--- src/rtl/btn_pkg.sv ---
// Shared types and event codes for the button gesture controller.
package btn_pkg;

    typedef enum logic [2:0] {
        ST_IDLE,
        ST_PRESS1,
        ST_WAIT2,
        ST_PRESS2,
        ST_HOLD
    } btn_state_e;

    localparam logic [1:0] EVT_NONE   = 2'b00;
    localparam logic [1:0] EVT_SHORT  = 2'b01;
    localparam logic [1:0] EVT_LONG   = 2'b10;
    localparam logic [1:0] EVT_DOUBLE = 2'b11;

endpackage

--- src/rtl/btn_timer.sv ---
// Gesture timing counter: synchronous clear, count enable, and terminal-count
// compares for the long-press and double-click windows.
module btn_timer #(
    parameter int LONG_CYC   = 100_000_000,
    parameter int DCLICK_CYC = 30_000_000,
    parameter int CNT_W      = 27
) (
    input  logic i_clk,
    input  logic i_rst_n,
    input  logic i_clr,
    input  logic i_en,
    output logic o_long_hit,
    output logic o_dclick_hit
);

    logic [CNT_W-1:0] r_cnt;

    // Saturating guard keeps the counter from wrapping even if enable is held.
    always_ff @(posedge i_clk or negedge i_rst_n) begin
        if (!i_rst_n)
            r_cnt <= '0;
        else if (i_clr)
            r_cnt <= '0;
        else if (i_en && (r_cnt != {CNT_W{1'b1}}))
            r_cnt <= r_cnt + 1'b1;
    end

    assign o_long_hit   = (r_cnt == CNT_W'(LONG_CYC - 1));
    assign o_dclick_hit = (r_cnt == CNT_W'(DCLICK_CYC - 1));

endmodule

--- src/rtl/btn_event_ctrl.sv ---
// Classifies debounced button activity into SHORT / LONG / DOUBLE events and
// holds one event in a ready/valid output register with a sticky drop flag.
module btn_event_ctrl
    import btn_pkg::*;
#(
    parameter int LONG_CYC   = 100_000_000,
    parameter int DCLICK_CYC = 30_000_000,
    parameter int CNT_W      = 27
) (
    input  logic       clk,
    input  logic       reset_n,
    input  logic       db_level,
    input  logic       db_edge,
    input  logic       evt_ready,
    input  logic       ovf_clr,
    output logic       evt_valid,
    output logic [1:0] evt_code,
    output logic       evt_ovf,
    output logic       busy
);

    if (!((DCLICK_CYC >= 2) && (DCLICK_CYC < LONG_CYC) &&
          (longint'(LONG_CYC) < (longint'(1) << CNT_W)))) begin : g_param_chk
        $error("btn_event_ctrl: need 2 <= DCLICK_CYC < LONG_CYC < 2**CNT_W");
    end

    btn_state_e r_state;
    logic       r_busy;
    logic       r_valid;
    logic [1:0] r_code;
    logic       r_ovf;

    logic       w_press, w_rel;
    logic       w_clr, w_en;
    logic       w_long_hit, w_dclick_hit;
    logic       w_emit, w_drop;
    logic [1:0] w_code;

    assign w_press = db_edge & db_level;
    assign w_rel   = db_edge & ~db_level;

    // IDLE clears every cycle so a fresh press always starts from zero.
    assign w_clr = (r_state == ST_IDLE) ||
                   ((r_state == ST_PRESS1) && w_rel) ||
                   ((r_state == ST_WAIT2) && w_press);
    assign w_en  = (r_state == ST_PRESS1) || (r_state == ST_WAIT2) ||
                   (r_state == ST_PRESS2);

    btn_timer #(
        .LONG_CYC   (LONG_CYC),
        .DCLICK_CYC (DCLICK_CYC),
        .CNT_W      (CNT_W)
    ) u_timer (
        .i_clk        (clk),
        .i_rst_n      (reset_n),
        .i_clr        (w_clr),
        .i_en         (w_en),
        .o_long_hit   (w_long_hit),
        .o_dclick_hit (w_dclick_hit)
    );

    always_comb begin
        w_emit = 1'b0;
        w_code = EVT_NONE;
        case (r_state)
            ST_PRESS1: if (!w_rel && w_long_hit) begin
                w_emit = 1'b1;
                w_code = EVT_LONG;
            end
            ST_WAIT2: if (!w_press && w_dclick_hit) begin
                w_emit = 1'b1;
                w_code = EVT_SHORT;
            end
            ST_PRESS2: if (w_rel || w_long_hit) begin
                w_emit = 1'b1;
                w_code = EVT_DOUBLE;
            end
            default: ;
        endcase
    end

    always_ff @(posedge clk or negedge reset_n) begin
        if (!reset_n) begin
            r_state <= ST_IDLE;
            r_busy  <= 1'b0;
        end else begin
            case (r_state)
                ST_IDLE: if (w_press) begin
                    r_state <= ST_PRESS1;
                    r_busy  <= 1'b1;
                end
                ST_PRESS1: begin
                    if (w_rel)
                        r_state <= ST_WAIT2;
                    else if (w_long_hit)
                        r_state <= ST_HOLD;
                end
                ST_WAIT2: begin
                    if (w_press)
                        r_state <= ST_PRESS2;
                    else if (w_dclick_hit) begin
                        r_state <= ST_IDLE;
                        r_busy  <= 1'b0;
                    end
                end
                ST_PRESS2: begin
                    if (w_rel) begin
                        r_state <= ST_IDLE;
                        r_busy  <= 1'b0;
                    end else if (w_long_hit)
                        r_state <= ST_HOLD;
                end
                ST_HOLD: if (w_rel) begin
                    r_state <= ST_IDLE;
                    r_busy  <= 1'b0;
                end
                default: begin
                    r_state <= ST_IDLE;
                    r_busy  <= 1'b0;
                end
            endcase
        end
    end

    // A new event only lands if the slot is empty or being drained this cycle.
    assign w_drop = w_emit & r_valid & ~evt_ready;

    always_ff @(posedge clk or negedge reset_n) begin
        if (!reset_n) begin
            r_valid <= 1'b0;
            r_code  <= EVT_NONE;
            r_ovf   <= 1'b0;
        end else begin
            if (w_emit && (!r_valid || evt_ready)) begin
                r_valid <= 1'b1;
                r_code  <= w_code;
            end else if (r_valid && evt_ready) begin
                r_valid <= 1'b0;
                r_code  <= EVT_NONE;
            end
            if (w_drop)
                r_ovf <= 1'b1;
            else if (ovf_clr)
                r_ovf <= 1'b0;
        end
    end

    assign evt_valid = r_valid;
    assign evt_code  = r_code;
    assign evt_ovf   = r_ovf;
    assign busy      = r_busy;

endmodule
--- config.mk ---
export PLATFORM = sky130hd
export DESIGN_NAME = btn_event_ctrl
export DESIGN_NICKNAME = d
export VERILOG_FILES = /design/src/rtl/btn_pkg.sv /design/src/rtl/btn_timer.sv /design/src/rtl/btn_event_ctrl.sv
export SDC_FILE = /design/constraint.sdc
export NUM_CORES = 1
export LEC_CHECK = 0
export BUFFER_PORTS_ARGS = -buffer_cell sky130_fd_sc_hd__buf_2
export CAP_MARGIN = 20
export CORE_MARGIN = 5
export CORE_UTILIZATION = 50
export DETAILED_ROUTE_END_ITERATION = 8
export PLACE_DENSITY = 0.63
export SYNTH_ARGS = -nofsm -noshare
export SYNTH_HDL_FRONTEND = slang
export SYNTH_HIERARCHICAL = 1
export SYNTH_SLANG_ARGS = --single-unit
--- constraint.sdc ---
create_clock -name clk -period 6.4 [get_ports clk]
set_clock_uncertainty 0.15 [all_clocks]
set_input_delay 0.32 -clock clk [delete_from_list [all_inputs] [get_ports clk]]
set_output_delay 0.32 -clock clk [all_outputs]
set_load 0.02 [all_outputs]
# Word-level counts from Yosys, hierarchy flattened
# Index checks and enable logic that the tools add are counted.
op_classes:
  n_mux: 29
  n_addsub: 1
  bitwise: 7
  n_reduce_logical: 23
  eq_ne: 13
ops:
  columns: ["op", "n"]
  rows:
  - ["two-way mux 27 bit", 2]
  - ["adder 27 x 1 -> 27 bit (second input constant)", 1]
  - ["equality test 27 x 25 -> 1 bit (second input constant)", 1]
  - ["equality test 27 bit (second input constant)", 1]
  - ["!= test 27 bit (second input constant)", 1]
  - ["two-way mux 3 bit", 7]
  - ["case mux 3 bit (5 select lines)", 1]
  - ["two-way mux 1 bit", 12]
  - ["two-way mux 2 bit", 4]
  - ["!= test 2 bit (second input constant)", 4]
  - ["logical AND 1 bit", 7]
  - ["equality test 3 x 2 -> 1 bit (second input constant)", 2]
  - ["logical OR 1 bit", 6]
  - ["case mux 2 bit (3 select lines)", 1]
  - ["nonzero test 2 bit", 3]
  - ["AND reduction 5 bit", 1]
  - ["AND 1 bit", 4]
  - ["case mux 1 bit (4 select lines)", 1]
  - ["equality test 3 x 1 -> 1 bit (second input constant)", 1]
  - ["equality test 3 bit (second input constant)", 1]
  - ["zero test 1 bit", 3]
  - ["zero test 3 bit", 1]
  - ["!= test 3 bit (second input constant)", 1]
  - ["inverter 1 bit", 3]
  - ["4 further kinds", 4]
totals:
  inputBits: 6
  output_inout_bits: 5
  ff_bits: 35
  wordCells: 79

# Logic depth before layout (Yosys ltp)
# Gate-level depths: netlist of run 1.
depth:
  depth_word: 9
  mapped_depth: 9
  mapped_depth_nobuf: 8

# Modules after synthesis
# The synthesis of run 1 kept the hierarchy.
by_module_without_submodules:
  columns: ["mod", "cells_each", "instances", "seq_area_each_um2", "area_each_um2"]
  rows:
  - ["btn_timer", 173, 1, 675.6, 1604.0]
  - ["btn_event_ctrl", 56, 1, 200.2, 506.7]

# Least setup slack after synthesis of run 1
# OpenSTA, ideal clock, no wires.
synth_path:
  path_kind: "register -> register"
  start: "register u_timer.r_cnt[0]"
  end: "register r_code[0], in the netlist evt_code[0]"
  arrival_time_ns: 2.291
  setup_time_ns: 0.124
  synth_period_minus_slack_ns: 2.565
  required_time_ns: 6.126
  n_path_buf: 1
  stages_incl_launch_ff: 10
  path_slack_ns: 3.835
  cell_sequence: "dfrtp_1 ha_1 and4_4 buf_6 nand2_1 nor4_1 nand3b_1 o31ai_4 a31oi_1 a211o_1"
synth_between:
  elab_chain_cells: 6
  elab_cells_between_ends: 15
  classes_between: "2 x eq/ne; 8 x mux; 5 x reduce/logical"
synth_rtl:
  columns: ["item", "line_no", "text"]
  rows:
  - ["start, declared", "btn_timer.sv:16", "logic [CNT_W-1:0] r_cnt;"]
  - ["start signal, assigned", "btn_timer.sv:25", "r_cnt <= r_cnt + 1'b1;"]
  - ["equality test 27 bit (*)", "btn_timer.sv:28", "assign o_long_hit = (r_cnt == CNT_W'(LONG_CYC - 1));"]
  - ["net w_long_hit", "btn_event_ctrl.sv:35", "logic w_long_hit, w_dclick_hit;"]
  - ["logical OR 1 bit / logical AND 1 bit (equally long branches)", "btn_event_ctrl.sv:74, btn_event_ctrl.sv:66", null]
  - ["two-way mux 1 bit (on tied branches)", "btn_event_ctrl.sv:74, btn_event_ctrl.sv:66", null]
  - ["case mux 1 bit (3 select lines)", "btn_event_ctrl.sv:65", "case (r_state)"]
  - ["logical AND 1 bit", "btn_event_ctrl.sv:134", "if (w_emit && (!r_valid || evt_ready)) begin"]
  - ["two-way mux 2 bit / nonzero test 2 bit (equally long branches)", null, null]
  - ["end signal, assigned", "btn_event_ctrl.sv:136", "r_code <= w_code;"]
  - ["end, declared", "btn_event_ctrl.sv:30", "logic [1:0] r_code;"]
# The timed path passes the listed nets; every way through them passes the cells marked *.
# A chain may end at the register's enable or synchronous reset.

# Worst setup path after layout of run 1
# Same ends and word-level chain as after synthesis.

==> reports/metrics.csv, run 1 <==
stage,metric,value,unit
pwr,power_leakage,0.941,nW
placed_design,port_buffers,10,
setup_path,critPathMaxFanout,8,
timing,worst-slew-pin-transition,0.887,ns
detailed_routing,routed_wl,4.60,mm
detailed_routing,drtAntennaViolNets,0,
detailed_routing,avgViaCountPerCell,6.27,
synthesis,yosys.area_share.adder,0.00593,
setup_path,start_kind,flip-flop,
detailed_routing,drt_first_pass_iters,4,
cts,cts_htree_levels,2,
synthesis,netlist.top_cell.by_area,sky130_fd_sc_hd__dfrtp_1,
die,initial_utilization,0.520,
cells_and_area,multi_input_combinational_cell_area,1140,sq um
cts,cts_buffers,5,
synthesis,async_reset_ff_frac,1.00,
cts,max-clock-path-buffers,2,
die,die_area,5620,sq um
setup_path,worst_ep_arrival_time,2.86,ns
pwr,irDropWorstVdd,176,uV
die,fp-row-count,23,
timing,final_max_slew_viol_count,0,
synthesis,yosys.area_share.simple,0.302,
synthesis,post_synth_most_frequent_cells,"sky130_fd_sc_hd__dfrtp_1, sky130_fd_sc_hd__nor2_1, sky130_fd_sc_hd__a21oi_1, sky130_fd_sc_hd__nand4_1",
synthesis,synth_compound_area_frac,0.143,
synthesis,synthDominantCellAreaShare,0.415,
timing,setup_violations,0,
grt,grt_start_max_net_pins,36,
synthesis,ranking_of_synthesized_cells_by_area,"sky130_fd_sc_hd__dfrtp_1, sky130_fd_sc_hd__nor2_1, sky130_fd_sc_hd__xnor2_1, sky130_fd_sc_hd__a21oi_1, sky130_fd_sc_hd__nand4_1",
grt,grt_first_pass_wirelength,7.85,mm
synthesis,dominantRegCellSynth,sky130_fd_sc_hd__dfrtp_1,
grt,grt_remaining_overflow,0,
timing,max_freq,352,MHz
cells_and_area,insertedDiodeCount,0,
timing,final_hold_viol_count,0,
synthesis,synth_cells,229,
timing,final.period_utilization,0.444,
synthesis,ys.warnings.count,6,
synthesis,synth_seq_cells,35,
setup_path,critical_path_class,flip-flop to flip-flop,
cts,clock_insertion_delay_worst_skew,0.29,ns
timing,finalSetupTns,0,ns
cts,clk_pin_slew,0.07,ns
detailed_routing,detail_route.drc_violations,0,
placed_design,dp_hpwl,3.23,mm
synthesis,synth_xor_area_frac,0.0581,
cells_and_area,layout.core_utilization,0.560,
detailed_routing,detail_route.iter0.violations,123,
pwr,areal_power_density_over_the_cells,252,nW/um^2
synthesis,synth_top_family_by_area,simple AND/OR/NAND/NOR gates,
grt,global_route.usage.total,0.184,
cts,cts_tree,yes,
die,vert_die_dim,75.0,microns
run,maxCapViolations,0,
die,die_x,75.0,microns
synthesis,share_of_synthesized_area_occupied_by_flip_flops_and_latches,0.415,
placed_design,place.gp.congestion,0.806,
synthesis,syn_area,2110,sq um
synthesis,post_synth.cell_area_avg,9.22,sq um
die,fp.coreArea,4060,sq um
grt,grt_antenna_before_repair,0,
timing,slew_headroom,0.407,
setup_path,crit_required,6.42,ns
synthesis,post_synth_mux_area_share,0.0302,
hold_path,worst_hold_path_type,primary input to flip-flop,
cts,ctsRootBufferMaster,sky130_fd_sc_hd__clkbuf_8,
die,num_io_pins,11,
cells_and_area,fraction_of_final_layout_cells_with_drive_strength_greater_than_1,0.136,
synthesis,synth.net_count,236,
cts,clock_sinks,35,
run_status,run_status,"finished, final reports clean",
synthesis,synth.most_common_cell,sky130_fd_sc_hd__dfrtp_1,
setup_path,critical_path_endpoint_category,flip-flop,
timing,post-route-min-period,2.84,ns
detailed_routing,routed_wire_length_per_instance,16.1,microns
detailed_routing,num_vias,1792,
grt,first_global_vias,1688,
cells_and_area,register_area,876,sq um
cells_and_area,num-nets-final,242,
cells_and_area,filler_cell_count,365,
synthesis,synth.distinct_cells,51,
cells_and_area,syn_to_layout_area_delta,7.65,%
synthesis,synth-edff-count,0,
timing,grt_setup_unrepaired,false,
timing,fin_hold_ws,0.183,ns
sequential cells by signal, summed over array words and instances (netlist names):
name and cells:
r_state 3, busy 1, evt_ovf 1, u_timer/r_cnt 27, evt_code 2, evt_valid 1
path summary, 6_finish.rpt:
check	depth (start not counted)	slack, ns	end	startpoint
min in group asynchronous	2	0.49	evt_valid$_DFFE_PN0P_	reset_n
max in group asynchronous	2	5.11	u_timer/r_cnt[0]$_DFFE_PN0P_	reset_n
max reg2reg	8	3.56	evt_code[0]$_DFFE_PN0P_	u_timer/r_cnt[0]$_DFFE_PN0P_
min reg2reg	1	0.37	evt_code[1]$_DFFE_PN0P_	evt_valid$_DFFE_PN0P_
min	3	0.18	evt_ovf$_DFFE_PN0P_	ovf_clr
max	8	3.56	evt_code[0]$_DFFE_PN0P_	u_timer/r_cnt[0]$_DFFE_PN0P_
worst max-delay path: stages, from the launching register on:
cell                       delay (ns)
sky130_fd_sc_hd__dfrtp_1         0.43
sky130_fd_sc_hd__ha_1            0.22
sky130_fd_sc_hd__and4_4          0.29
sky130_fd_sc_hd__nand2_1         0.07
sky130_fd_sc_hd__nor4_1          0.73
sky130_fd_sc_hd__nand3b_1        0.25
sky130_fd_sc_hd__o31ai_4         0.21
sky130_fd_sc_hd__a31oi_1         0.11
sky130_fd_sc_hd__a211o_1         0.28
cells in the final DEF, fill, tap and decap left out, drive strengths merged, types with 6 or more instances in the layout:
cell type	instances
or4	7
nand4	15
clkbuf	7
dfrtp	35
nand2	10
xnor2	11
nand3	11
a21oi	19
nor2	27
buf	12
and3	9
o31ai	6
final cells by class:
cell class,instances,area share
well taps,50,0.0275
inverters,4,0.00661
clock buffers,7,0.0336
multi-input cells,176,0.503
flip-flops and latches,35,0.385
repair buffers,13,0.0419
clock inverters,1,0.00220
report_power, final:
part / internal (mW) / switching, mW / total [mW]
Sequential: 0.242 / 0.0298 / 0.271
Clock: 0.0762 / 0.0746 / 0.151
Combinational: 0.0602 / 0.0901 / 0.150
cell families (layout without fill, tap and decap cells):
family | after synthesis | after routing
simple gates | 110 | 110
compound gates | 45 | 45
xor+xnor | 14 | 14
flops | 35 | 35
buf+inv | 18 | 25
fa+ha+maj | 1 | 1
mux | 6 | 6
timing repair:
action / CTS / global route
buffers inserted: 0 / 0
resized for setup: 0 / 0
endpoints found under the hold margin: 35 / 0
hold buffers: 1 / 0
stage by stage:
step                instance area, sq um  cells  setup slack, ns  power, mW
floorplan                           2110    229             3.84      0.373
global placement                    2150    276             3.74      0.401
detailed placement                  2180    277             3.58      0.425
CTS                                 2270    286             3.57      0.578
global route                        2270    286             3.38      0.608
finish                              2270    286             3.56      0.573
metal layers:
layer,vias to the layer above,global-route usage,share of wire
met5,-,0,0
met1,889,0.245,0.47
li1,857,-,-
met3,6,0.0494,0.048
met2,40,0.281,0.47
met4,0,0.0771,0.016
Power figures use the tool's default switching activity.
==> run 2: changes to the inputs <==
- ABC_AREA: not set -> 1
- clock period: 6.4 -> 2.8 ns (I/O delays scaled with it)
==> reports/metrics.csv, run 2 <==
stage,metric,value,unit
cells_and_area,top_register,u_timer/r_cnt,
cts,cts_resized,0,
grt,met2_usage,0.365,
timing,final_max_slew_viol_count,0,
synthesis,synth.net_count,392,
detailed_routing,avgViaCountPerCell,5.18,
synthesis,synth_seq_cells,35,
grt,first_global_vias,2410,
setup_path,cp_slowest_cell,sky130_fd_sc_hd__a21oi_1,
setup_path,crit_path_frequent_cell,sky130_fd_sc_hd__nand2_1,
cells_and_area,insertedDiodeCount,0,
setup_path,crit_buf_inv,0,
cts,max-clock-path-buffers,2,
timing,setup_violations,0,
synthesis,ranking_of_synthesized_cells_by_area,"sky130_fd_sc_hd__dfrtp_1, sky130_fd_sc_hd__nand2_1, sky130_fd_sc_hd__nor2_1, sky130_fd_sc_hd__inv_1, sky130_fd_sc_hd__nand3_1",
placed_design,port_buffers,10,
timing,finalSetupTns,0,ns
grt,grt_remaining_overflow,0,
timing,final.period_utilization,0.794,
synthesis,post_synth.cell_area_avg,6.41,sq um
detailed_routing,detail_route.iter0.violations,162,
grt,globalRouteMet1Util,0.285,
setup_path,timing.critical_path.cells,ha_1 -> nand2_1 -> nor2_4 -> nand2_4 -> nor2_8 -> a21oi_1 -> nand4_1 -> nand2_1,
die,vert_die_dim,80.2,microns
run,maxCapViolations,0,
setup_path,slowest_stage_delay_on_critical_path,0.73,ns
hold_path,worst_hold_path_type,primary input to flip-flop,
cts,clk_pin_slew,0.07,ns
pwr,power_leakage,1.34,nW
die,die_area,6440,sq um
detailed_routing,drt_first_pass_iters,4,
run_status,run_status,"finished, final reports clean",
pwr,finalPower,1.61,mW
detailed_routing,drtAntennaViolNets,0,
detailed_routing,routed_wl,6.19,mm
grt,most_used_routing_layer_in_global_routing,met2,
timing,grt_setup_unrepaired,false,
die,fp-row-count,25,
die,initial_utilization,0.519,
synthesis,synth.most_common_cell,sky130_fd_sc_hd__nand2_1,
pwr,irDropWorstVdd,368,uV
setup_path,critical_path.top_delay_family,compound AO/OA/AOI/OAI gates,
cts,cts.repair_timing.setup_buffer_count,0,
cts,clock_insertion_delay_worst_skew,0.29,ns
setup_path,critical_path_endpoint_category,flip-flop,
grt,grt_start_max_net_pins,36,
synthesis,post_synth_most_frequent_cells,"sky130_fd_sc_hd__nand2_1, sky130_fd_sc_hd__nor2_1, sky130_fd_sc_hd__inv_1, sky130_fd_sc_hd__dfrtp_1, sky130_fd_sc_hd__nand3_1",
timing,worst-slew-pin-transition,0.952,ns
detailed_routing,routed_wire_length_per_instance,13.2,microns
synthesis,ys.warnings.count,6,
cells_and_area,most-common-layout-cells,"sky130_fd_sc_hd__nand2_1, sky130_fd_sc_hd__nor2_1, sky130_fd_sc_hd__inv_1",
cells_and_area,num-nets-final,407,
placed_design,dpl-instance-area,2580,sq um
synthesis,dominantRegCellSynth,sky130_fd_sc_hd__dfrtp_1,
synthesis,netlist.top_cell.by_area,sky130_fd_sc_hd__dfrtp_1,
die,die_x,80.2,microns
timing,final_hold_viol_count,0,
cells_and_area,layout.cells.most_common,sky130_fd_sc_hd__nand2_1,
timing,max_freq,450,MHz
die,num_io_pins,11,
cells_and_area,syn_to_layout_area_delta,8.78,%
cells_and_area,finalInstanceArea,2680,sq um
setup_path,crit_required,2.88,ns
detailed_routing,detail_route.drc_violations,0,
grt,grt_first_pass_wirelength,11.1,mm
synthesis,synth_cells,385,
grt,global_route.usage.total,0.222,
timing,slew_headroom,0.365,
setup_path,critPathMaxFanout,11,
cells_and_area,fraction_of_final_layout_cells_with_drive_strength_greater_than_1,0.102,
setup_path,reg2reg_setup_slack,0.58,ns
grt,use_met3,0.0381,
cts,clock_sinks,35,
cells_and_area,largest_register_ff_count,27,
setup_path,critical_path_class,flip-flop to flip-flop,
detailed_routing,num_vias,2422,
cts,post_cts_hold_buffer_count,2,
setup_path,worst_ep_arrival_time,2.30,ns
synthesis,syn_area,2470,sq um
timing,fin_hold_ws,0.0137,ns
die,fp.coreArea,4750,sq um
cts,cts_tree,yes,
synthesis,synth.distinct_cells,32,
synthesis,share_of_synthesized_area_occupied_by_flip_flops_and_latches,0.355,
placed_design,dp_hpwl,4.46,mm
setup_path,start_kind,flip-flop,
cts,cts_buffers,5,
placed_design,place.gp.congestion,0.880,
grt,grt_antenna_before_repair,0,
synthesis,synth-edff-count,0,
timing,post-route-min-period,2.22,ns
cells_and_area,filler_cell_count,504,
synthesis,async_reset_ff_frac,1.00,
synthesis,synthDominantCellAreaShare,0.355,
cts,ctsRootBufferMaster,sky130_fd_sc_hd__clkbuf_8,
cts,cts_htree_levels,2,
pwr,areal_power_density_over_the_cells,601,nW/um^2
[run 2: path summary, 6_finish.rpt]
check / startpoint / endpoint / depth (start not counted)
worst min register to register: busy$_DFFE_PN0P_ / busy$_DFFE_PN0P_ / 2
worst min-delay path: evt_ready / evt_ovf$_DFFE_PN0P_ / 4
max in group asynchronous: reset_n / u_timer/r_cnt[17]$_DFFE_PN0P_ / 2
min in group asynchronous: reset_n / evt_ovf$_DFFE_PN0P_ / 2
worst max-delay path: u_timer/r_cnt[1]$_DFFE_PN0P_ / u_timer/r_cnt[25]$_DFFE_PN0P_ / 8
worst max register to register: u_timer/r_cnt[1]$_DFFE_PN0P_ / u_timer/r_cnt[25]$_DFFE_PN0P_ / 8
[run 2: cell families after synthesis]
kind of cell | synth area share
flops | 0.355
buf+inv | 0.0868
fa+ha+maj | 0.00507
simple gates | 0.475
xor+xnor | 0.0142
compound gates | 0.0634
[run 2: tightest hold or removal path, stage by stage]
cell and delay (ns):
sky130_fd_sc_hd__buf_2 0.09, sky130_fd_sc_hd__nor2_1 0.05, sky130_fd_sc_hd__nand2_1 0.06, sky130_fd_sc_hd__o21ai_0 0.07
[run 2: report_power, final]
group / internal, mW / total (mW) / switching, mW
combinational: 0.180 / 0.648 / 0.468
sequential: 0.558 / 0.603 / 0.0457
clock: 0.170 / 0.360 / 0.190
[run 2: final cells by class]
cell class	count	area, sq um	area share
Inverter	45	170	0.0634
Clock inverter	3	15.0	0.00560
Multi-Input combinational cell	298	1380	0.513
Clock buffer	5	68.8	0.0257
Tap cell	67	83.8	0.0313
Timing Repair Buffer	15	92.6	0.0345
Sequential cell	35	876	0.326
[run 2: layer usage]
| metal | part of all wire | up-vias | wire length [microns] |
|---|---|---|---|
| met5 | 0 | - | 0 |
| met2 | 0.45 | 62 | 2780 |
| met3 | 0.056 | 14 | 344 |
| li1 | - | 1239 | - |
| met1 | 0.47 | 1107 | 2910 |
| met4 | 0.025 | 0 | 152 |
[run 2: per-stage QoR]
| step | setup WS, ns | cells | utilization |
|---|---|---|---|
| after floorplan | 0.919 | 385 | - |
| after global placement | 0.622 | 458 | 0.542 |
| after detailed placement | 0.559 | 458 | 0.542 |
| after CTS | 0.543 | 468 | 0.564 |
| after global routing | 0.353 | 468 | 0.564 |
| final | 0.578 | 468 | 0.564 |
==> run 3: changes to the inputs <==
- PLACE_DENSITY: 0.63 -> 0.65
- clock period: 2.8 -> 2 ns (I/O delays scaled with it)
==> reports/metrics.csv, run 3 (synthesized netlist as in run 2, its figures left out) <==
stage,metric,value,unit
cells_and_area,num-nets-final,437,
timing,finalSetupTns,0,ns
grt,grt_antenna_before_repair,0,
cells_and_area,layout.cells.most_common,sky130_fd_sc_hd__nand2_1,
run_status,run_status,"finished, final reports clean",
timing,slew_headroom,0.462,
timing,setup_violations,0,
hold_path,worst_hold_path_type,primary input to flip-flop,
timing,grt_setup_unrepaired,true,
detailed_routing,avgViaCountPerCell,5.11,
die,die_x,80.2,microns
cts,clock_sinks,35,
cts,cts_buffers,5,
detailed_routing,routed_wire_length_per_instance,13.3,microns
detailed_routing,num_vias,2541,
detailed_routing,drtAntennaViolNets,0,
cells_and_area,multi_input_combinational_cell_area,1470,sq um
timing,final_hold_viol_count,0,
cts,cts_tree,yes,
timing,max_freq,525,MHz
detailed_routing,routed_wl,6.61,mm
grt,grt_start_max_net_pins,36,
grt,grt_remaining_overflow,0,
placed_design,port_buffers,10,
detailed_routing,drt_first_pass_iters,5,
cells_and_area,top_register,u_timer/r_cnt,
pwr,areal_power_density_over_the_cells,852,nW/um^2
cells_and_area,register_area,877,sq um
cells_and_area,most-common-layout-cells,"sky130_fd_sc_hd__nand2_1, sky130_fd_sc_hd__nor2_1, sky130_fd_sc_hd__inv_1",
hold_path,whs_path_depth,3,
placed_design,dpl-instance-area,2760,sq um
placed_design,place.gp.congestion,0.877,
cells_and_area,finalInstanceArea,3040,sq um
timing,final_max_slew_viol_count,0,
timing,post-route-min-period,1.91,ns
detailed_routing,detail_route.drc_violations,0,
setup_path,start_kind,flip-flop,
cells_and_area,filler_cell_count,456,
setup_path,worst_ep_arrival_time,1.94,ns
pwr,power_leakage,1.52,nW
timing,final.period_utilization,0.953,
setup_path,timing.rr.end,evt_code[1]$_DFFE_PN0P_,
die,fp.coreArea,4750,sq um
die,vert_die_dim,80.2,microns
cts,cts_htree_levels,2,
cts,ctsRootBufferMaster,sky130_fd_sc_hd__clkbuf_8,
run,maxCapViolations,0,
timing,fin_hold_ws,0.0927,ns
cts,max-clock-path-buffers,2,
cells_and_area,layout.core_utilization,0.640,
timing,worst-slew-pin-transition,0.808,ns
pwr,irDropWorstVdd,495,uV
die,initial_utilization,0.519,
grt,first_global_vias,2422,
setup_path,crit_required,2.03,ns
placed_design,dp_hpwl,4.73,mm
cts,clock_insertion_delay_worst_skew,0.29,ns
pwr,finalPower,2.59,mW
setup_path,reg2reg_setup_slack,0.09,ns
setup_path,critical_path_endpoint_category,flip-flop,
setup_path,critical_path_class,flip-flop to flip-flop,
grt,grt_first_pass_wirelength,11.3,mm
cells_and_area,fraction_of_final_layout_cells_with_drive_strength_greater_than_1,0.216,
cts,clk_pin_slew,0.08,ns
setup_path,critPathMaxFanout,3,
cells_and_area,syn_to_layout_area_delta,23.3,%
die,fp-row-count,25,
setup_path,regToRegStartpoint,u_timer/r_cnt[10]$_DFFE_PN0P_,
cells_and_area,largest_register_ff_count,27,
detailed_routing,detail_route.iter0.violations,115,
setup_path,worst_r2r_path_depth,13,
grt,global_route.usage.total,0.225,
die,die_area,6440,sq um
hold_path,min_delay_worst_endpoint,r_state[1]$_DFFE_PN0P_,
hold_path,holdCritStartpoint,db_edge,
cells_and_area,insertedDiodeCount,0,
die,num_io_pins,11,
-- run 3: cell types whose count changed in the layout (fill, tap and decap cells not counted), moves of 2 or more --
cell,before,now
sky130_fd_sc_hd__nand2_2,6,14
sky130_fd_sc_hd__nand2_1,146,137
sky130_fd_sc_hd__nor2_1,50,46
sky130_fd_sc_hd__inv_1,44,39
sky130_fd_sc_hd__a21oi_1,9,7
sky130_fd_sc_hd__buf_4,3,29
sky130_fd_sc_hd__inv_2,0,5
sky130_fd_sc_hd__buf_6,0,3
sky130_fd_sc_hd__nor2_2,5,8
sky130_fd_sc_hd__clkinv_2,4,0
-- run 3: worst max-delay path, stage by stage, from the launching register on --
cell and delay, ns:
sky130_fd_sc_hd__dfrtp_1 0.40, sky130_fd_sc_hd__inv_2 0.08, sky130_fd_sc_hd__nand4_1 0.09, sky130_fd_sc_hd__nor4_2 0.26, sky130_fd_sc_hd__buf_4 0.17, sky130_fd_sc_hd__nand2_2 0.05, sky130_fd_sc_hd__nor2_2 0.09, sky130_fd_sc_hd__inv_2 0.07
sky130_fd_sc_hd__a21oi_4 0.12, sky130_fd_sc_hd__nand2_2 0.08, sky130_fd_sc_hd__nand3_2 0.09, sky130_fd_sc_hd__nand2_2 0.05, sky130_fd_sc_hd__nand3_1 0.06, sky130_fd_sc_hd__nand2_1 0.05
-- run 3: worst max-delay path by stage --
stage	startpoint	endpoint	slack, ns	depth (start not counted)
6_report	u_timer/r_cnt[10]$_DFFE_PN0P_	evt_code[1]$_DFFE_PN0P_	0.09	13
5_1_grt	u_timer/r_cnt[10]$_DFFE_PN0P_	evt_code[1]$_DFFE_PN0P_	-0.11	13
4_1_cts	u_timer/r_cnt[0]$_DFFE_PN0P_	evt_code[1]$_DFFE_PN0P_	0.008	14
3_3_place_gp	u_timer/r_cnt[0]$_DFFE_PN0P_	r_state[0]$_DFFE_PN0P_	-0.004	12
2_1_floorplan	u_timer/r_cnt[1]$_DFFE_PN0P_	evt_code[0]$_DFFE_PN0P_	0.12	14
3_5_place_dp	u_timer/r_cnt[0]$_DFFE_PN0P_	evt_code[1]$_DFFE_PN0P_	-0.03	14
-- run 3: routing by layer --
metal  vias to the layer above  part of all wire  track usage
met4                         0            0.0094       0.0524
met1                      1163              0.46        0.295
met2                        66              0.48        0.386
li1                       1305                 -            -
met5                         -                 0            0
met3                         7             0.049       0.0370
-- run 3: report_power, final --
| group | switching (mW) | internal [mW] |
|---|---|---|
| Combinational | 0.739 | 0.379 |
| Clock | 0.263 | 0.366 |
| Sequential | 0.0634 | 0.780 |
-- run 3: cell type report --
type	instances	area share
Clock buffer	6	0.0239
Clock inverter	1	0.00987
Inverter	45	0.0580
Multi-Input combinational cell	298	0.483
Sequential cell	35	0.288
Tap cell	67	0.0276
Timing Repair Buffer	45	0.109
-- run 3: metrics by stage --
stage / cells / worst slack [ns]
after floorplan: 385 / 0.119
after global placement: 482 / -0.00414
after detailed placement: 482 / -0.0293
after CTS: 492 / 0.00840
after global routing: 497 / -0.107
final: 497 / 0.0950
-- run 3: repair_timing --
item,4_1_cts,5_1_grt
setup buffers,0,5
pin swaps,2,8
gates cloned,0,0
endpoints found under the hold margin,38,0
gates resized for setup,4,33
endpoints found under the setup margin,3,34
hold buffers,3,0
